## src/rtl/sim_ram_pkg.sv

```systemverilog
// Shared SimRAM helpers: word-size derivation, clog2 and the request opcode.
package sim_ram_pkg;

    typedef enum logic {
        OP_READ  = 1'b0,
        OP_WRITE = 1'b1
    } ram_op_e;

    function automatic int clog2(input int value);
        int result;
        result = 0;
        for (int i = 0; i < 32; i++) begin
            if ((1 << result) < value) begin
                result = result + 1;
            end
        end
        return result;
    endfunction

    function automatic int data_width(input int dataSize);
        return 8 * dataSize;
    endfunction

    function automatic int addr_start(input int dataSize);
        return clog2(dataSize);
    endfunction

endpackage

```

## src/rtl/ram_rsp_fifo.sv

```systemverilog
// Small synchronous FIFO holding read responses until the consumer takes them.
module ram_rsp_fifo
    import sim_ram_pkg::*;
#(
    parameter int WIDTH = 8,
    parameter int DEPTH = 2,
    localparam int PW = (clog2(DEPTH) > 0) ? clog2(DEPTH) : 1,
    localparam int CW = clog2(DEPTH + 1)
) (
    input  logic             clk_i,
    input  logic             rst_i,
    input  logic             push_i,
    input  logic [WIDTH-1:0] wdata_i,
    input  logic             pop_i,
    output logic [WIDTH-1:0] rdata_o,
    output logic             full_o,
    output logic             empty_o,
    output logic [CW-1:0]    count_o
);

    logic [WIDTH-1:0] mem_q [DEPTH];
    logic [PW-1:0]    wrPtr_q, wrPtr_d;
    logic [PW-1:0]    rdPtr_q, rdPtr_d;
    logic [CW-1:0]    count_q, count_d;
    logic             doPush;
    logic             doPop;

    // Pointers wrap at DEPTH, which need not be a power of two.
    function automatic logic [PW-1:0] nextPtr(input logic [PW-1:0] ptr);
        return (ptr == PW'(DEPTH - 1)) ? '0 : ptr + PW'(1);
    endfunction

    assign full_o  = (count_q == CW'(DEPTH));
    assign empty_o = (count_q == '0);
    assign doPop   = pop_i & ~empty_o;
    assign doPush  = push_i & (~full_o | doPop);
    assign rdata_o = mem_q[rdPtr_q];
    assign count_o = count_q;

    always_comb begin
        wrPtr_d = wrPtr_q;
        rdPtr_d = rdPtr_q;
        count_d = count_q;
        if (doPush) begin
            wrPtr_d = nextPtr(wrPtr_q);
        end
        if (doPop) begin
            rdPtr_d = nextPtr(rdPtr_q);
        end
        if (doPush && !doPop) begin
            count_d = count_q + CW'(1);
        end else if (!doPush && doPop) begin
            count_d = count_q - CW'(1);
        end
    end

    always_ff @(posedge clk_i) begin
        if (rst_i) begin
            wrPtr_q <= '0;
            rdPtr_q <= '0;
            count_q <= '0;
        end else begin
            wrPtr_q <= wrPtr_d;
            rdPtr_q <= rdPtr_d;
            count_q <= count_d;
        end
    end

    // Storage is not reset; stale entries are never visible because count gates them.
    always_ff @(posedge clk_i) begin
        if (doPush) begin
            mem_q[wrPtr_q] <= wdata_i;
        end
    end

endmodule

```

## src/rtl/ram_req_ctrl.sv

```systemverilog
// Request front-end for the SimRAM: issues reads/writes and buffers read data
// in a credit-protected response FIFO so a stalled consumer never loses data.
module ram_req_ctrl
    import sim_ram_pkg::*;
#(
    parameter int DATA_SIZE  = 1,
    parameter int ADDR_WIDTH = 8,
    parameter int RSP_DEPTH  = 2,
    localparam int DATA_WIDTH = data_width(DATA_SIZE),
    localparam int ADDR_START = addr_start(DATA_SIZE),
    localparam int AW         = ADDR_WIDTH - ADDR_START
) (
    input  logic                  clk,
    input  logic                  rst,
    input  logic                  req_valid,
    output logic                  req_ready,
    input  logic                  req_we,
    input  logic [AW-1:0]         req_addr,
    input  logic [DATA_WIDTH-1:0] req_wdata,
    output logic                  rsp_valid,
    input  logic                  rsp_ready,
    output logic [DATA_WIDTH-1:0] rsp_rdata,
    output logic                  ram_rd_en,
    output logic                  ram_wr_en,
    output logic [AW-1:0]         ram_rd_addr,
    output logic [AW-1:0]         ram_wr_addr,
    output logic [DATA_WIDTH-1:0] ram_wr_data,
    input  logic [DATA_WIDTH-1:0] ram_rd_data,
    input  logic                  ram_rd_valid
);

    localparam int CW = clog2(RSP_DEPTH + 1);

    ram_op_e       reqOp;
    logic          accept;
    logic          inflight_q, inflight_d;
    logic [CW-1:0] fifoCnt;
    logic [CW:0]   credits;
    logic          fifoPush;
    logic          fifoPop;
    logic          fifoFull;
    logic          fifoEmpty;

    // A read only issues if its data is guaranteed a FIFO slot; writes never wait.
    assign reqOp     = ram_op_e'(req_we);
    assign credits   = (CW + 1)'(RSP_DEPTH) - {1'b0, fifoCnt} - (CW + 1)'(inflight_q);
    assign req_ready = ~rst & ((reqOp == OP_WRITE) | (credits != '0));
    assign accept    = req_valid & req_ready;

    assign ram_rd_en   = accept & (reqOp == OP_READ);
    assign ram_wr_en   = accept & (reqOp == OP_WRITE);
    assign ram_rd_addr = req_addr;
    assign ram_wr_addr = req_addr;
    assign ram_wr_data = req_wdata;

    always_comb begin
        inflight_d = inflight_q;
        if (ram_rd_valid) begin
            inflight_d = 1'b0;
        end
        if (ram_rd_en) begin
            inflight_d = 1'b1;
        end
    end

    always_ff @(posedge clk) begin
        if (rst) begin
            inflight_q <= 1'b0;
        end else begin
            inflight_q <= inflight_d;
        end
    end

    // Data returning during reset belongs to a read that reset cancelled.
    assign fifoPush  = ram_rd_valid & ~rst;
    assign rsp_valid = ~fifoEmpty & ~rst;
    assign fifoPop   = rsp_valid & rsp_ready;

    ram_rsp_fifo #(
        .WIDTH (DATA_WIDTH),
        .DEPTH (RSP_DEPTH)
    ) u_rspFifo (
        .clk_i   (clk),
        .rst_i   (rst),
        .push_i  (fifoPush),
        .wdata_i (ram_rd_data),
        .pop_i   (fifoPop),
        .rdata_o (rsp_rdata),
        .full_o  (fifoFull),
        .empty_o (fifoEmpty),
        .count_o (fifoCnt)
    );

    unexpectedRdValid: assert property (@(posedge clk) disable iff (rst) ram_rd_valid |-> inflight_q);
    noFifoOverflow:    assert property (@(posedge clk) disable iff (rst) fifoPush |-> (!fifoFull || fifoPop));
    exclusiveRdWr:     assert property (@(posedge clk) !(ram_rd_en && ram_wr_en));

endmodule

```

## config.mk

```make
export PLATFORM = sky130hd
export DESIGN_NAME = ram_req_ctrl
export DESIGN_NICKNAME = d
export VERILOG_FILES = /design/src/rtl/sim_ram_pkg.sv /design/src/rtl/ram_rsp_fifo.sv /design/src/rtl/ram_req_ctrl.sv
export SDC_FILE = /design/constraint.sdc
export NUM_CORES = 1
export LEC_CHECK = 0
export ABC_AREA = 1
export CAP_MARGIN = 40
export CORE_MARGIN = 5
export CORE_UTILIZATION = 30
export DETAILED_ROUTE_END_ITERATION = 16
export PLACE_DENSITY = 0.69
export SYNTH_ARGS = -nofsm -noshare
export SYNTH_HDL_FRONTEND = slang
export SYNTH_SLANG_ARGS = --single-unit
```

## constraint.sdc

```tcl
create_clock -name clk -period 1.5 [get_ports clk]
set_input_delay 0.3 -clock clk [delete_from_list [all_inputs] [get_ports clk]]
set_output_delay 0.3 -clock clk [all_outputs]
set_load 0.02 [all_outputs]
```

### After elaboration in Yosys (flattened, before gate mapping)

Memory sizes are Yosys's and may differ from the RTL's. A register that Yosys moved wholly into a read port is not among the register bits.
Index checks and enable logic that the tools add are counted.
W data, S select, Z words.

* memories: 1
* logic and storage cells: 45
* bits in writable memories: 16
* register bits after elaboration: 5

Memory list
* u_rspFifo.mem_q: words 2, width 8, read ports 1, clocked after memory_dff 1, wr ports 1, RTL line ram_rsp_fifo.sv:21 `logic [WIDTH-1:0] mem_q [DEPTH];`

* bitwise gates (word level): 15
* eq/ne operators: 1
* muxes and demuxes: 10
* add/subtract/negate cells: 6
* reductions and logical operators: 8

Operators by type and width (count)
* $and A1 B1 Y1: 9
* $mux W1: 8
* $mux W2: 2
* $not A1 Y1: 4
* $reduce_bool A2 Y1: 2
* $reduce_bool A3 Y1: 1
* $sub A2 B2 Y3 const A: 1
* $sub A3 B1 Y3: 1
* $add A1 B1 Y1 const B: 2
* $add A2 B1 Y2 const B: 1
* $eq A2 B2 Y1 const B: 1
* $logic_and A1 B1 Y1: 2
* $logic_not A1 Y1: 2
* $logic_not A2 Y1: 1
* $or A1 B1 Y1: 2
* $sub A2 B1 Y2 const B: 1

### Depth between registers and ports, before layout

Gate-level depths: netlist of the first run.

* depth in word-level cells: 11
* mapped depth: 12
* gate-level depth less buffers: 12

### Hierarchy

Synthesis of the first run repeated with hierarchy kept, for this count alone.

* cells, all modules: 112
* area total of the unflattened synthesis: 1148.6 um^2

By module, submodules not included
* ram_rsp_fifo: area each 825.8 um^2, cells each 65, instances 1
* ram_req_ctrl: area each 322.8 um^2, cells each 47, instances 1

### Worst setup path after synthesis of the first run

No wires, ideal clock.

* path kind: reg2out
* start point: register u_rspFifo.count_q[0] (netlist: u_rspFifo.count_o[0])
* end point: output req_ready
* buffers on the path: 0
* setup slack: -118 ps
* cell stages (with the launch flop): 10
* data required time: 1200 ps
* arrival: 1318 ps
* cell sequence: dfxtp_1 -> inv_2 -> ha_1 -> inv_1 -> ha_1 -> inv_1 -> nor2_1 -> nand2_1 -> inv_1 -> a21oi_1

* longest elaborated chain between the ends: 5

RTL lines
* start, declared: RTL line ram_rsp_fifo.sv:24 `logic [CW-1:0] count_q, count_d;`
* start signal, assigned: RTL line ram_rsp_fifo.sv:65 `count_q <= count_d;`
* $sub A2 B2 Y3: RTL line ram_req_ctrl.sv:46 `assign credits = (CW + 1)'(RSP_DEPTH) - {1'b0, fifoCnt} - (CW + 1)'(inflight_q);`
* $sub A3 B1 Y3: RTL line ram_req_ctrl.sv:46
* $reduce_bool A3 Y1: RTL line ram_req_ctrl.sv:47 `assign req_ready = ~rst & ((reqOp == OP_WRITE) | (credits != '0));`
* $or A1 B1 Y1: RTL line ram_req_ctrl.sv:47
* $and A1 B1 Y1: RTL line ram_req_ctrl.sv:47
* end, declared: RTL line ram_req_ctrl.sv:16 `output logic req_ready,`

Every way passes these cells.

### Final worst setup path of the first run

* start point: register u_rspFifo.count_q[0] (netlist: u_rspFifo.count_o[0])
* end point: output ram_rd_en

* longest elaborated chain between the ends: 7

RTL lines
* $sub A2 B2 Y3: RTL line ram_req_ctrl.sv:46
* $sub A3 B1 Y3: RTL line ram_req_ctrl.sv:46
* $reduce_bool A3 Y1: RTL line ram_req_ctrl.sv:47
* $or A1 B1 Y1: RTL line ram_req_ctrl.sv:47
* $and A1 B1 Y1: RTL line ram_req_ctrl.sv:47
* $and A1 B1 Y1: RTL line ram_req_ctrl.sv:48 `assign accept = req_valid & req_ready;`
* $and A1 B1 Y1: RTL line ram_req_ctrl.sv:50 `assign ram_rd_en = accept & (reqOp == OP_READ);`
* end, declared: RTL line ram_req_ctrl.sv:23 `output logic ram_rd_en,`

Every way passes these cells.

==> metrics.md, run 1 <==
| Metric | Value |
|---|---|
| # diodes | `0` |
| Power Internal | `between 1 and 1.5 mW` |
| Post-synthesis register bit count | `22` |
| IO Count | `66` |
| Final period util | `1.234` |
| Fin cells | `~170` |
| Clock Skews | `roughly 0.0015 ns` |
| Logic gate share of total power | `0.284` |
| WP buf/inv | `5` |
| Clock power frac | `0.307` |
| Flop pwr share | `0.408` |
| Worst slack at placement | `-0.5609 ns` |
| Initial antenna violation count | `0` |
| GRT Total Usage | `0.08314` |
| Flop-to-flop setup slack | `-0.16 ns` |
| Placed inst area | `between 1000 and 1500 sq um` |
| Hold depth | `3` |
| Post-Route WL | `2.300 mm` |
| Hold path start | `rst` |
| Worst R2R End | `u_rspFifo.count_o[1]` |
| Final Max Tran Viols | `0` |
| Fin nets | `160` |
| Slowest cell on the critical path | `dfxtp_2` |
| CTS tree | `built` |
| Synth area leader | `edfxtp_1` |
| Sw Share | `0.2472` |
| Maximum Capacitance Violations | `0` |
| IR drop worst, VDD | `around 0.00045 V` |
| Number of global-route vias before repair | `approximately 730` |
| Critical path class | `reg2out` |
| P_leak | `about 0.69 nW` |
| Routed vias/inst | `about 4.2` |
| Reg2Reg Depth | `13` |
| Largest net degree at the start of global routing | `14` |
| Synthesis-to-finish area growth | `48.49%` |
| Setup WS post-layout | `-0.3512 ns` |
| Worst Tran Pin Value | `between 0.2 and 0.25 ns` |
| Slew HR | `0.8492` |
| Die height | `roughly 71 um` |
| Starting Density | `0.3082` |
| GRT overflow | `0` |
| Die X | `around 71 um` |
| Synth top cells by count | `24 x buf_4, 16 x edfxtp_1, 12 x inv_1` |
| RSZ-0062 raised after global routing | `yes` |
| Final Setup Violations | `16` |
| Inst Count DP | `about 160` |
| Clock sinks | `22` |
| Share of cells above drive strength 1 | `0.5556` |
| Crit path launch type | `register` |
| Worst-case clock buffer depth | `2` |
| Worst R2R Start | `u_rspFifo.count_o[0]` |
| Clk pin slew, worst setup/hold paths | `0.08 ns` |
| Global-route wire length before repair | `3.284 mm` |
| Top_reg_cell synth | `edfxtp_1` |
| Core outline area | `3633 sq um` |
| Slowest cell delay on critical path | `0.33 ns` |
| Number of DRC markers in iteration 0 | `17` |
| Distinct cells, synth | `18` |
| DRC viols | `0` |
| Outcome | `finished, violations left` |
| Synth area leaders | `edfxtp_1 43%, buf_4 16%, dfxtp_1 11%` |
| Total power | `between 1.5 and 2 mW` |
| Synth Instances | `around 100` |
| Hold Crit Class | `in2reg` |
| Pwr dens | `about 1100 nW/um^2` |
| Number of flops mapped to enable cells by yosys | `16` |
| Crit end category | `output pin` |
| CTS H-tree lvls | `1` |
| WP data arrival | `1.55 ns` |
| Hold_buf cts | `0` |
| Crit path required time | `around 1.2 ns` |
| TritonCTS buffer count | `3` |
| Sw Pwr | `~0.43 mW` |
| ANT nets after route | `0` |
| Max Freq | `about 540 MHz` |
| Detailed-placement wirelength estimate | `1.583 mm` |
| Mapped Area | `1120 sq um` |
| Post-synthesis sequential area ratio | `0.5363` |
| Die area | `5055 sq um` |
| Syn_nets | `135` |
| CP max FO | `2` |
| Post-synth top area share | `0.4291` |
| Fillers | `between 300 and 400` |
| Core Rows | `22` |
| Critical path's top delay family | `adder cells` |
| Post-synth ARST share | `0` |
| YS warnings | `0` |
| Violated checks | `negative setup slack` |
| Via count | `approximately 730` |
| PortBufs | `25` |
| WL per Instance | `13.22 um` |
| Drt first pass iters | `3` |
| Mean area per synthesized cell | `approximately 11 sq um` |
| Fin crit period | `about 1.9 ns` |
| Cell chain of the critical path | `inv_2, ha_4, inv_4, ha_4, inv_2, nor2_4, nand2_2, nand4_1, inv_1, buf_6` |
| Final instance area | `between 1500 and 2000 sq um` |
| Final GP Congestion | `between 0.6 and 0.7` |
| Hold Vio Cnt, Final | `0` |
| Root buffer cell | `clkbuf_8` |
| Count leader, synth | `buf_4` |
| Worst skew pair latency | `0.26 ns` |
[cell families after synthesis]
family | Yosys count | synth area share
adders and majority gates | 3 | 0.03352
DFF | 22 | 0.5363
AOI/OAI and AO/OA | 8 | 0.03576
buffers and inverters | 39 | 0.2123
and+or+nand+nor | 21 | 0.09386
xor gates and xnor gates | 1 | 0.007823
muxes | 8 | 0.08045
[cell usage in the layout (no fill, tap or decap), types with 2 or more instances in the layout]
cell type        synthesis  layout
buf_6                    0      19
inv_2                    2       7
nand3_4                  1       2
nand2_1                  7       4
nor2_1                   9       6
mux2_4                   0       8
buf_4                   24      11
nand2_4                  0       3
a21oi_1                  6       4
inv_1                   12       6
edfxtp_1                16      16
clkbuf_8                 0       3
ha_4                     0       3
dfxtp_2                  0       2
nor2_4                   0       2
dfxtp_1                  6       3
clkdlybuf4s50_1          0      12
[cell type report]
class	instances	area [sq um]	share of cell area
Clock buffer	3	41.29	0.02483
Sequential cell	22	606.8	0.3649
Tap cell	48	60.06	0.03612
Timing Repair Buffer	45	454.2	0.2731
Clock inverter	1	30.03	0.01806
Multi-Input combinational cell	41	415.4	0.2498
Inverter	14	55.05	0.03311
[power by group through the flow]
stage / sequential [mW] / combinational [mW] / clock [mW]
after floorplan: 0.712 / 0.273 / 0
after global placement: 0.715 / 0.340 / 0
after detailed placement: 0.717 / 0.355 / 0
after CTS: 0.707 / 0.397 / 0.554
after global routing: 0.721 / 0.535 / 0.577
final: 0.716 / 0.498 / 0.539
[worst max path at each step]
stage | startpoint | to | slack (ns) | cells past startpoint
after CTS | u_rspFifo.count_o[0] | ram_rd_en | -0.35 | 10
after global routing | u_rspFifo.count_o[0] | ram_rd_en | -0.46 | 10
after floorplan | u_rspFifo.count_o[0] | ram_rd_en | 0.01 | 9
after detailed placement | u_rspFifo.count_o[0] | req_ready | -0.56 | 10
final | u_rspFifo.count_o[0] | ram_rd_en | -0.35 | 10
after global placement | inflight_q | req_ready | -0.49 | 10
[timing repair]
| item | CTS | global route |
|---|---|---|
| gates resized for setup | 83 | 35 |
| hold endpoints to repair | 0 | 0 |
| buffers inserted | 4 | 4 |
| endpoints found under the setup margin | 30 | 29 |
| pin swaps | 0 | 5 |
[layer usage]
| layer | track usage | wire length (um) |
|---|---|---|
| met1 | 0.08080 | 785 |
| met2 | 0.1462 | 1215 |
| met3 | 0.02131 | 187 |
| met4 | 0.06889 | 111 |
| met5 | 0 | 0 |
[flip-flops by register name, indices dropped and copies added (netlist names), named ones only]
| name | flops |
|---|---|
| u_rspFifo.count_o | 2 |
| u_rspFifo.rdPtr_q | 1 |
| u_rspFifo.mem_q | 16 |
| inflight_q | 1 |
| u_rspFifo.wrPtr_q | 1 |
[per-stage QoR]
stage | util | hold slack, ns | setup TNS [ns]
floorplan | - | 0.3691 | 0
global placement | 0.3795 | 0.4548 | -9.026
detailed placement | 0.3795 | 0.4581 | -9.375
CTS | 0.4205 | 0.4738 | -1.692
global route | 0.4576 | 0.4553 | -2.609
finish | 0.4576 | 0.4399 | -1.102
[worst register-to-register path: cells and delay by family, from the launching register on]
family,cells,cell delay (ns)
DFF,1,0.34
AOI/OAI and AO/OA,2,0.23
buffers and inverters,4,0.36
adders and majority gates,1,0.20
and+or+nand+nor,6,0.44
No activity file was read; power rests on OpenSTA's default activity.
==> inputs of run 2 (changes only) <==
CORE_MARGIN = 2   (was 5)
CORE_UTILIZATION = 33   (was 30)
PLACE_DENSITY = unset   (was 0.69)
PLACE_DENSITY_LB_ADDON = 0.3   (was unset)
==> run 2 against run 1 <==
The run still ends with negative setup slack left. Sequential share of layout area hardly changed. Clock-buffer cell count rose by 1. Non-clock buffer count rose by 3. Largest power group unchanged.
==> metrics.md, run 2 (synthesis results as in run 1) <==
| Metric | Value |
|---|---|
| WP data arrival | `1.63 ns (+0.08 ns)` |
| Max Freq | `519.3 MHz (-3.9%)` |
| Final Max Tran Viols | `0 (unchanged)` |
| PortBufs | `25 (unchanged)` |
| Synthesis-to-finish area growth | `48.16%` |
| Most frequent cells in the layout | `19 x buf_6, 16 x edfxtp_1, 12 x clkdlybuf4s50_1, 12 x buf_4, 8 x mux2_4` |
| RSZ-0062 raised after global routing | `yes` |
| Final instance area | `1659 sq um (-0.23%)` |
| Largest net degree at the start of global routing | `13 (-1)` |
| Die area | `3875 sq um (-23%)` |
| CTS tree | `built` |
| ANT nets after route | `0 (unchanged)` |
| IR drop worst, VDD | `0.0004083 V (-9.1%)` |
| TritonCTS buffer count | `3 (unchanged)` |
| Footprint of the multi-input gates | `411.6 sq um (-0.90%)` |
| Routed vias/inst | `4.291 (+3.0%)` |
| Fin nets | `163 (+1.9%)` |
| Number of global-route vias before repair | `784 (+7.3%)` |
| Crit path required time | `1.20 ns (about the same)` |
| Via count | `751 (+3.6%)` |
| Largest Register | `u_rspFifo.mem_q` |
| Worst skew pair latency | `0.30 ns (+0.04 ns)` |
| Max reg flops | `16 (unchanged)` |
| Fillers | `305 (-8.1%)` |
| Worst Hold Margin | `0.4806 ns (+0.04075 ns)` |
| Post-Route WL | `2.137 mm (-7.1%)` |
| GRT Total Usage | `0.1069 (+0.02376)` |
| Outcome | `finished, violations left` |
| Detailed-placement wirelength estimate | `1.463 mm (-7.6%)` |
| Setup WS post-layout | `-0.4257 ns (-0.07446 ns)` |
| Slew HR | `0.8546 (+0.005427)` |
| Worst Tran Pin Value | `0.2177 ns (-0.008129 ns)` |
| Hold Vio Cnt, Final | `0 (unchanged)` |
| CTS H-tree lvls | `1 (unchanged)` |
| Sequential cell area | `605.6 sq um (-0.21%)` |
| Worst slack at placement | `-0.5616 ns (-0.0007240 ns)` |
| Util after Layout | `0.5051 (+0.04750)` |
| Placed inst area | `1384 sq um (+0.36%)` |
| Final GP Congestion | `0.6783 (+1.7%)` |
| WL per Instance | `12.21 um (-7.6%)` |
| Fin cells | `175 (+0.57%)` |
| Final Setup Violations | `28 (+12)` |
| Drt first pass iters | `3 (unchanged)` |
| Die height | `62.25 um (-12%)` |
| Setup tns final | `-2.704 ns (-1.602 ns)` |
| Clock Skews | `0.008452 ns (+0.006965 ns)` |
| Number of DRC markers in iteration 0 | `9 (-8)` |
| Core Rows | `21 (-4.5%)` |
| IO Count | `66 (unchanged)` |
| P_leak | `0.6902 nW (-0.25%)` |
| Starting Density | `0.3410 (+0.03276)` |
| Top sig layer | `met4` |
| Final period util | `1.284 (+0.04964)` |
| Commonest non-fill, non-tap cell in the layout | `buf_6` |
| Routed length on met2 | `1.091 mm (-10%)` |
| Critical path class | `reg2out` |
| Share of cells above drive strength 1 | `0.5659 (+0.01034)` |
| Worst-case clock buffer depth | `2 (unchanged)` |
| Inst Count DP | `162 (-0.61%)` |
| Crit end category | `output pin` |
| Hold Crit Class | `in2reg` |
| Pwr dens | `915.5 nW/um^2 (-13%)` |
| Core outline area | `3284 sq um (-9.6%)` |
| Crit path launch type | `register` |
| Met1 WL | `792 um (+0.89%)` |
| Total power | `1.519 mW (-13%)` |
| Global-route wire length before repair | `3.291 mm (+0.21%)` |
| Die X | `62.25 um (-12%)` |
| DRC viols | `0 (unchanged)` |
| Maximum Capacitance Violations | `0 (unchanged)` |
| GRT overflow | `0 (unchanged)` |
| CP max FO | `2 (unchanged)` |
| Violated checks | `negative setup slack` |
| Clock sinks | `22 (unchanged)` |
| Clk pin slew, worst setup/hold paths | `0.12 ns (+0.04 ns)` |
| Root buffer cell | `clkbuf_4` |
| WL met3 | `186 um (-0.53%)` |
| # diodes | `0 (unchanged)` |
| Initial antenna violation count | `0 (unchanged)` |
| Fin crit period | `1.926 ns (+0.07446 ns)` |
-- run 2: where the power goes --
part | switching (mW) | leakage [nW] | internal, mW
sequential | 0.0192 | 0.197 | 0.691
combinational | 0.220 | 0.472 | 0.272
clock | 0.169 | 0.0210 | 0.148
total | 0.408 | 0.690 | 1.11
-- run 2: repair_timing --
item | CTS | global route
endpoints found under the setup margin | 21 | 29
setup buffers | 6 | 5
pin swaps | 0 | 9
gates resized for setup | 84 | 34
hold buffers | 0 | 0
-- run 2: worst paths after layout --
kind | start | end | slack (ns) | depth (start not counted)
worst min register to register | inflight_q | inflight_q | 0.48 | 2
worst min-delay path | rst | register | 0.48 | 3
worst max register to register | u_rspFifo.count_o[0] | u_rspFifo.count_o[1] | -0.15 | 14
worst max-delay path | u_rspFifo.count_o[0] | ram_rd_en | -0.43 | 10
-- run 2: worst max-delay path, cell delays in order (launching register included) --
cell and delay, ns:
dfxtp_2 0.35, inv_2 0.08, ha_4 0.13, inv_2 0.04, ha_4 0.25, inv_2 0.02
nor2_1 0.08, nand2_1 0.08, nand4_1 0.09, inv_1 0.07, buf_6 0.13
-- run 2: cell type report --
type | instances | share of cell area
well taps | 46 | 0.03469
repair buffers | 48 | 0.2971
multi-input cells | 41 | 0.2481
clock buffers | 4 | 0.02187
inverters | 14 | 0.03318
flip-flops and latches | 22 | 0.3650
-- run 2: metal layers --
metal  vias up  track usage
met3        16      0.04348
met4         0      0.05833
met5         -            0
met2        27       0.2024
met1       341      0.09513
li1        367            -
==> inputs of run 3 (changes only) <==
PLACE_DENSITY = 0.75   (was unset)
PLACE_DENSITY_LB_ADDON = unset   (was 0.3)
==> run 3 against run 2 <==
The run still ends with negative setup slack left. Register-to-register slack lost 0.04 ns. Core utilization grew 0.38 points. Flip-flop and latch count is the same. Die area is the same.
==> metrics.md, run 3 (synthesis results as in run 1) <==
| Metric | Value |
|---|---|
| Outcome | `finished, violations left` |
| Violated checks | `negative setup slack` |
| Hold EP | `inflight_q` |
| Final Setup Violations | `28 (unchanged)` |
| Global-route wire length before repair | `3.643 mm (+11%)` |
| IO Count | `66 (unchanged)` |
| Final GP Congestion | `0.7276 (+7.3%)` |
| CTS H-tree lvls | `1 (unchanged)` |
| Core Rows | `21 (unchanged)` |
| Largest Register | `u_rspFifo.mem_q` |
| Worst R2R Start | `u_rspFifo.count_o[0]` |
| Pwr dens | `890.8 nW/um^2 (-2.7%)` |
| Fin crit period | `1.915 ns (-0.01017 ns)` |
| Hold Vio Cnt, Final | `0 (unchanged)` |
| Fin nets | `164 (+0.61%)` |
| Cell chain of the critical path | `inv_2, ha_4, inv_4, ha_4, inv_2, nor2_2, nand2_2, nand4_1, inv_1, buf_6` |
| Crit end category | `output pin` |
| Max reg flops | `16 (unchanged)` |
| Root buffer cell | `clkbuf_4` |
| WP data arrival | `1.62 ns (about the same)` |
| Starting Density | `0.3410 (unchanged)` |
| Detailed-placement wirelength estimate | `1.567 mm (+7.1%)` |
| Clk pin slew, worst setup/hold paths | `0.11 ns (about the same)` |
| Drt first pass iters | `2 (-1)` |
| CP max FO | `2 (unchanged)` |
| Slew HR | `0.8119 (-0.04270)` |
| IR drop worst, VDD | `0.0003211 V (-21%)` |
| Worst-case clock buffer depth | `2 (unchanged)` |
| Crit path launch type | `register` |
| Footprint of the multi-input gates | `430.4 sq um (+4.6%)` |
| Core outline area | `3284 sq um (unchanged)` |
| Post-Route WL | `2.333 mm (+9.2%)` |
| Hold depth | `2 (-1)` |
| Number of global-route vias before repair | `808 (+3.1%)` |
| Number of DRC markers in iteration 0 | `8 (-1)` |
| Final Max Tran Viols | `0 (unchanged)` |
| Largest net degree at the start of global routing | `12 (-1)` |
| Placed inst area | `1376 sq um (-0.54%)` |
| Critical path's top delay family | `adder cells` |
| Worst R2R End | `u_rspFifo.count_o[1]` |
| Most frequent cells in the layout | `21 x buf_6, 16 x edfxtp_1, 12 x clkdlybuf4s50_1, 12 x buf_4, 8 x mux2_4` |
| Sequential cell area | `605.6 sq um (unchanged)` |
| Worst slack at placement | `-0.5690 ns (-0.007339 ns)` |
| Met1 WL | `904 um (+14%)` |
| Max Freq | `522.1 MHz (+0.53%)` |
| Sw Pwr | `0.4175 mW (+2.3%)` |
| Initial antenna violation count | `0 (unchanged)` |
| WP buf/inv | `5 (unchanged)` |
| Die X | `62.25 um (unchanged)` |
| # diodes | `0 (unchanged)` |
| Final instance area | `1672 sq um (+0.75%)` |
| CTS tree | `built` |
| DRC viols | `0 (unchanged)` |
| Sw Share | `0.2804 (+0.01171)` |
| Die height | `62.25 um (unchanged)` |
| Slowest cell delay on critical path | `0.34 ns (about the same)` |
| WL per Instance | `13.33 um (+9.2%)` |
| Reg2Reg Depth | `14 (unchanged)` |
| Top sig layer | `met4` |
| Worst skew pair latency | `0.29 ns (about the same)` |
| Final period util | `1.277 (-0.006777)` |
| Logic gate share of total power | `0.354 (+0.030)` |
| WL met3 | `129 um (-31%)` |
| Setup tns final | `-2.405 ns (+0.2985 ns)` |
| Hold Crit Class | `reg2reg` |
| Commonest non-fill, non-tap cell in the layout | `buf_6` |
| Routed length on met2 | `1.247 mm (+14%)` |
| Via count | `758 (+0.93%)` |
| Fillers | `286 (-6.2%)` |
| Clock Skews | `0.002086 ns (-0.006366 ns)` |
| GRT overflow | `0 (unchanged)` |
| PortBufs | `25 (unchanged)` |
| Total power | `1.489 mW (-2.0%)` |
| Flop-to-flop setup slack | `-0.19 ns (-0.04 ns)` |
| Maximum Capacitance Violations | `0 (unchanged)` |
| Clock sinks | `22 (unchanged)` |
| Critical path class | `reg2out` |
| Flop pwr share | `0.478 (+0.010)` |
| Worst Tran Pin Value | `0.2811 ns (+0.06332 ns)` |
| Clock power frac | `0.168 (-0.040)` |
| ANT nets after route | `0 (unchanged)` |
| Die area | `3875 sq um (unchanged)` |
| GRT Total Usage | `0.1161 (+0.009250)` |
| Power Internal | `1.072 mW (-3.5%)` |
| P_leak | `0.6893 nW (-0.13%)` |
| Hold_buf cts | `0 (unchanged)` |
| Slowest cell on the critical path | `dfxtp_2` |
| Routed vias/inst | `4.331 (+0.93%)` |
| TritonCTS buffer count | `3 (unchanged)` |
| Share of cells above drive strength 1 | `0.5969 (+0.03101)` |
| Crit path required time | `1.20 ns (about the same)` |
| Synthesis-to-finish area growth | `49.27%` |
| RSZ-0062 raised after global routing | `yes` |
| Hold path start | `inflight_q` |
| Setup WS post-layout | `-0.4155 ns (+0.01017 ns)` |
==> run 3: cell count changes in the layout (fill, tap and decap cells not counted), sizes merged <==
cell | before | now
buf | 35 | 36
clkbuf | 4 | 3
==> run 3: layer usage <==
| metal | global-route usage | vias up |
|---|---|---|
| li1 | - | 367 |
| met4 | 0.04722 | 0 |
| met1 | 0.1228 | 346 |
| met2 | 0.2147 | 24 |
| met5 | 0 | - |
| met3 | 0.03442 | 21 |
==> run 3: area by class of cell <==
type,instances,share of cell area
clock buffers,3,0.01347
inverters,14,0.03293
multi-input cells,41,0.2575
flip-flops and latches,22,0.3623
well taps,46,0.03443
repair buffers,49,0.2994
==> run 3: worst max path at each step <==
stage / from / endpoint / cells after the start
floorplan: u_rspFifo.count_o[0] / ram_rd_en / 9
global placement: inflight_q / req_ready / 10
detailed placement: rst / u_rspFifo.count_o[1] / 10
CTS: u_rspFifo.count_o[0] / ram_rd_en / 10
global route: u_rspFifo.count_o[0] / ram_rd_en / 10
finish: u_rspFifo.count_o[0] / ram_rd_en / 10
==> run 3: stage by stage <==
step                      cells    util  hold WS [ns]
final                       175  0.5090        0.4850
after global routing        175  0.5090        0.5101
after CTS                   172  0.4735        0.4976
after detailed placement    161  0.4190        0.4716
after global placement      161  0.4190        0.4545
after floorplan             102       -        0.3691
==> run 3: worst reg2reg max path, delay by kind of cell (launching register included) <==
| kind | cells | cell delay (ns) |
|---|---|---|
| buf+inv | 4 | 0.38 |
| flops | 1 | 0.35 |
| fa+ha+maj | 1 | 0.21 |
| compound gates | 2 | 0.20 |
| simple gates | 7 | 0.47 |
==> run 3: repair_timing <==
| action | CTS | global route |
|---|---|---|
| endpoints found under the setup margin | 30 | 31 |
| pin swaps | 4 | 7 |
| resized for setup | 95 | 28 |
| buffers inserted | 8 | 10 |
| cloned | 0 | 0 |
==> run 3: power groups by stage <==
stage,registers [mW],clock network (mW),logic [mW]
after detailed placement,0.718,0,0.351
final,0.711,0.250,0.528
after global placement,0.715,0,0.336
after CTS,0.708,0.252,0.442
after global routing,0.714,0.292,0.562
after floorplan,0.712,0,0.273
==> patch, RTL diff (settings of run 3) <==
The parameter `ADDR_WIDTH` goes from 8 to 6.
--- a/src/rtl/ram_req_ctrl.sv
+++ b/src/rtl/ram_req_ctrl.sv
@@ -4,7 +4,7 @@
     import sim_ram_pkg::*;
 #(
     parameter int DATA_SIZE  = 1,
-    parameter int ADDR_WIDTH = 8,
+    parameter int ADDR_WIDTH = 6,
     parameter int RSP_DEPTH  = 2,
     localparam int DATA_WIDTH = data_width(DATA_SIZE),
     localparam int ADDR_START = addr_start(DATA_SIZE),
Interface: changed (resized ram_rd_addr, ram_wr_addr and req_addr); port bits go from 66 to 60. No check against the original RTL was run, so the function may have changed too.
==> patch against run 3 <==
- sequential share of layout area up 3.3 points
- fmax shrank 0.82%
- cell area shrank 7.9%
- sequential cell count is the same
- first-iteration DRC count is 88% higher
- largest cell class unchanged
- the flow still finishes with violations (negative setup slack)
- wire length shrank 10%
- area after synthesis fell by 2.7%
- setup slack got worse by 16 ps
- power down 4.8%
==> patch: results (changes against run 3) <==
| Metric | Value |
|---|---|
| Final setup fails | `7 (-75%)` |
| Drt pass-1 iters | `4 (+2)` |
| FF+latch count | `22 (unchanged)` |
| Post-CTS Setup Repair Bufs | `5 (-3)` |
| Clock buf count | `4 (+1)` |
| GR Layer Usage met1 | `0.0996 (-0.0232)` |
| GRT met2 Usage | `0.222 (+0.00721)` |
| Initial DRC count | `15 (+7)` |
| Synth Net Count | `129 (-4.4%)` |
| Worst R2R Path Depth | `11 (-3)` |
| Setup tns final | `-1180 ps (+1220 ps)` |
| Most common library cells after synthesis | `20 x buf_4, 16 x edfxtp_1, 12 x inv_1` |
| Wire length on met2 | `1160 um (-7.2%)` |
| Setup WS post-layout | `-431 ps (-15.9 ps)` |
| Cell-internal power | `0.00102 W (-4.4%)` |
| Gr usage total | `0.114 (-0.00203)` |
| Pin count of the biggest net entering global routing | `13 (+1)` |
| Failing checks | `negative setup slack` |
| Clk_skew | `3.38 ps (+1.30 ps)` |
| HP Start | `u_rspFifo.rdPtr_q` |
| R2R setup slack | `-40 ps (+150 ps)` |
| Outcome | `finished with violations` |
| Vias in the first global route | `740 (-8.4%)` |
| GPL Wtd Cong | `0.760 (+4.5%)` |
| Synth area leaders | `edfxtp_1 44%, buf_4 14%, dfxtp_1 11%` |
| Worst vdd ir | `393 uV (+22%)` |
| Post-DP HPWL | `1450 um (-7.6%)` |
| Non-clk bufs | `41 (-16%)` |
| Share of cells above drive strength 1 | `0.516 (-0.0805)` |
patch: cell count changes in the layout (fill, tap and decap cells not counted), sizes merged:
| cell | change |
|---|---|
| buf | -8 |
| dlygate4sd2 | -1 |
| clkbuf | +1 |
| clkdlybuf4s50 | +1 |
patch: logic make-up (layout without fill, tap and decap cells):
| family | after synthesis | in the layout | share of synthesized area |
|---|---|---|---|
| mux | 8 | 8 | 0.0827 |
| flops | 22 | 22 | 0.551 |
| compound gates | 8 | 8 | 0.0367 |
| simple gates | 21 | 21 | 0.0964 |
| buf+inv | 35 | 59 | 0.191 |
| xor+xnor | 1 | 1 | 0.00804 |
| fa+ha+maj | 3 | 3 | 0.0344 |
patch: critical path, delay by kind of cell, from the launching register on:
family                     cells  cell delay, ps
DFF                            1             340
and+or+nand+nor                3             270
buffers and inverters          5             330
adders and majority gates      2             380
patch: metrics by stage:
stage               std cells  setup slack [ps]
CTS                       168              -401
global route              166              -499
global placement          159              -485
floorplan                  98              14.6
detailed placement        159              -579
finish                    166              -431
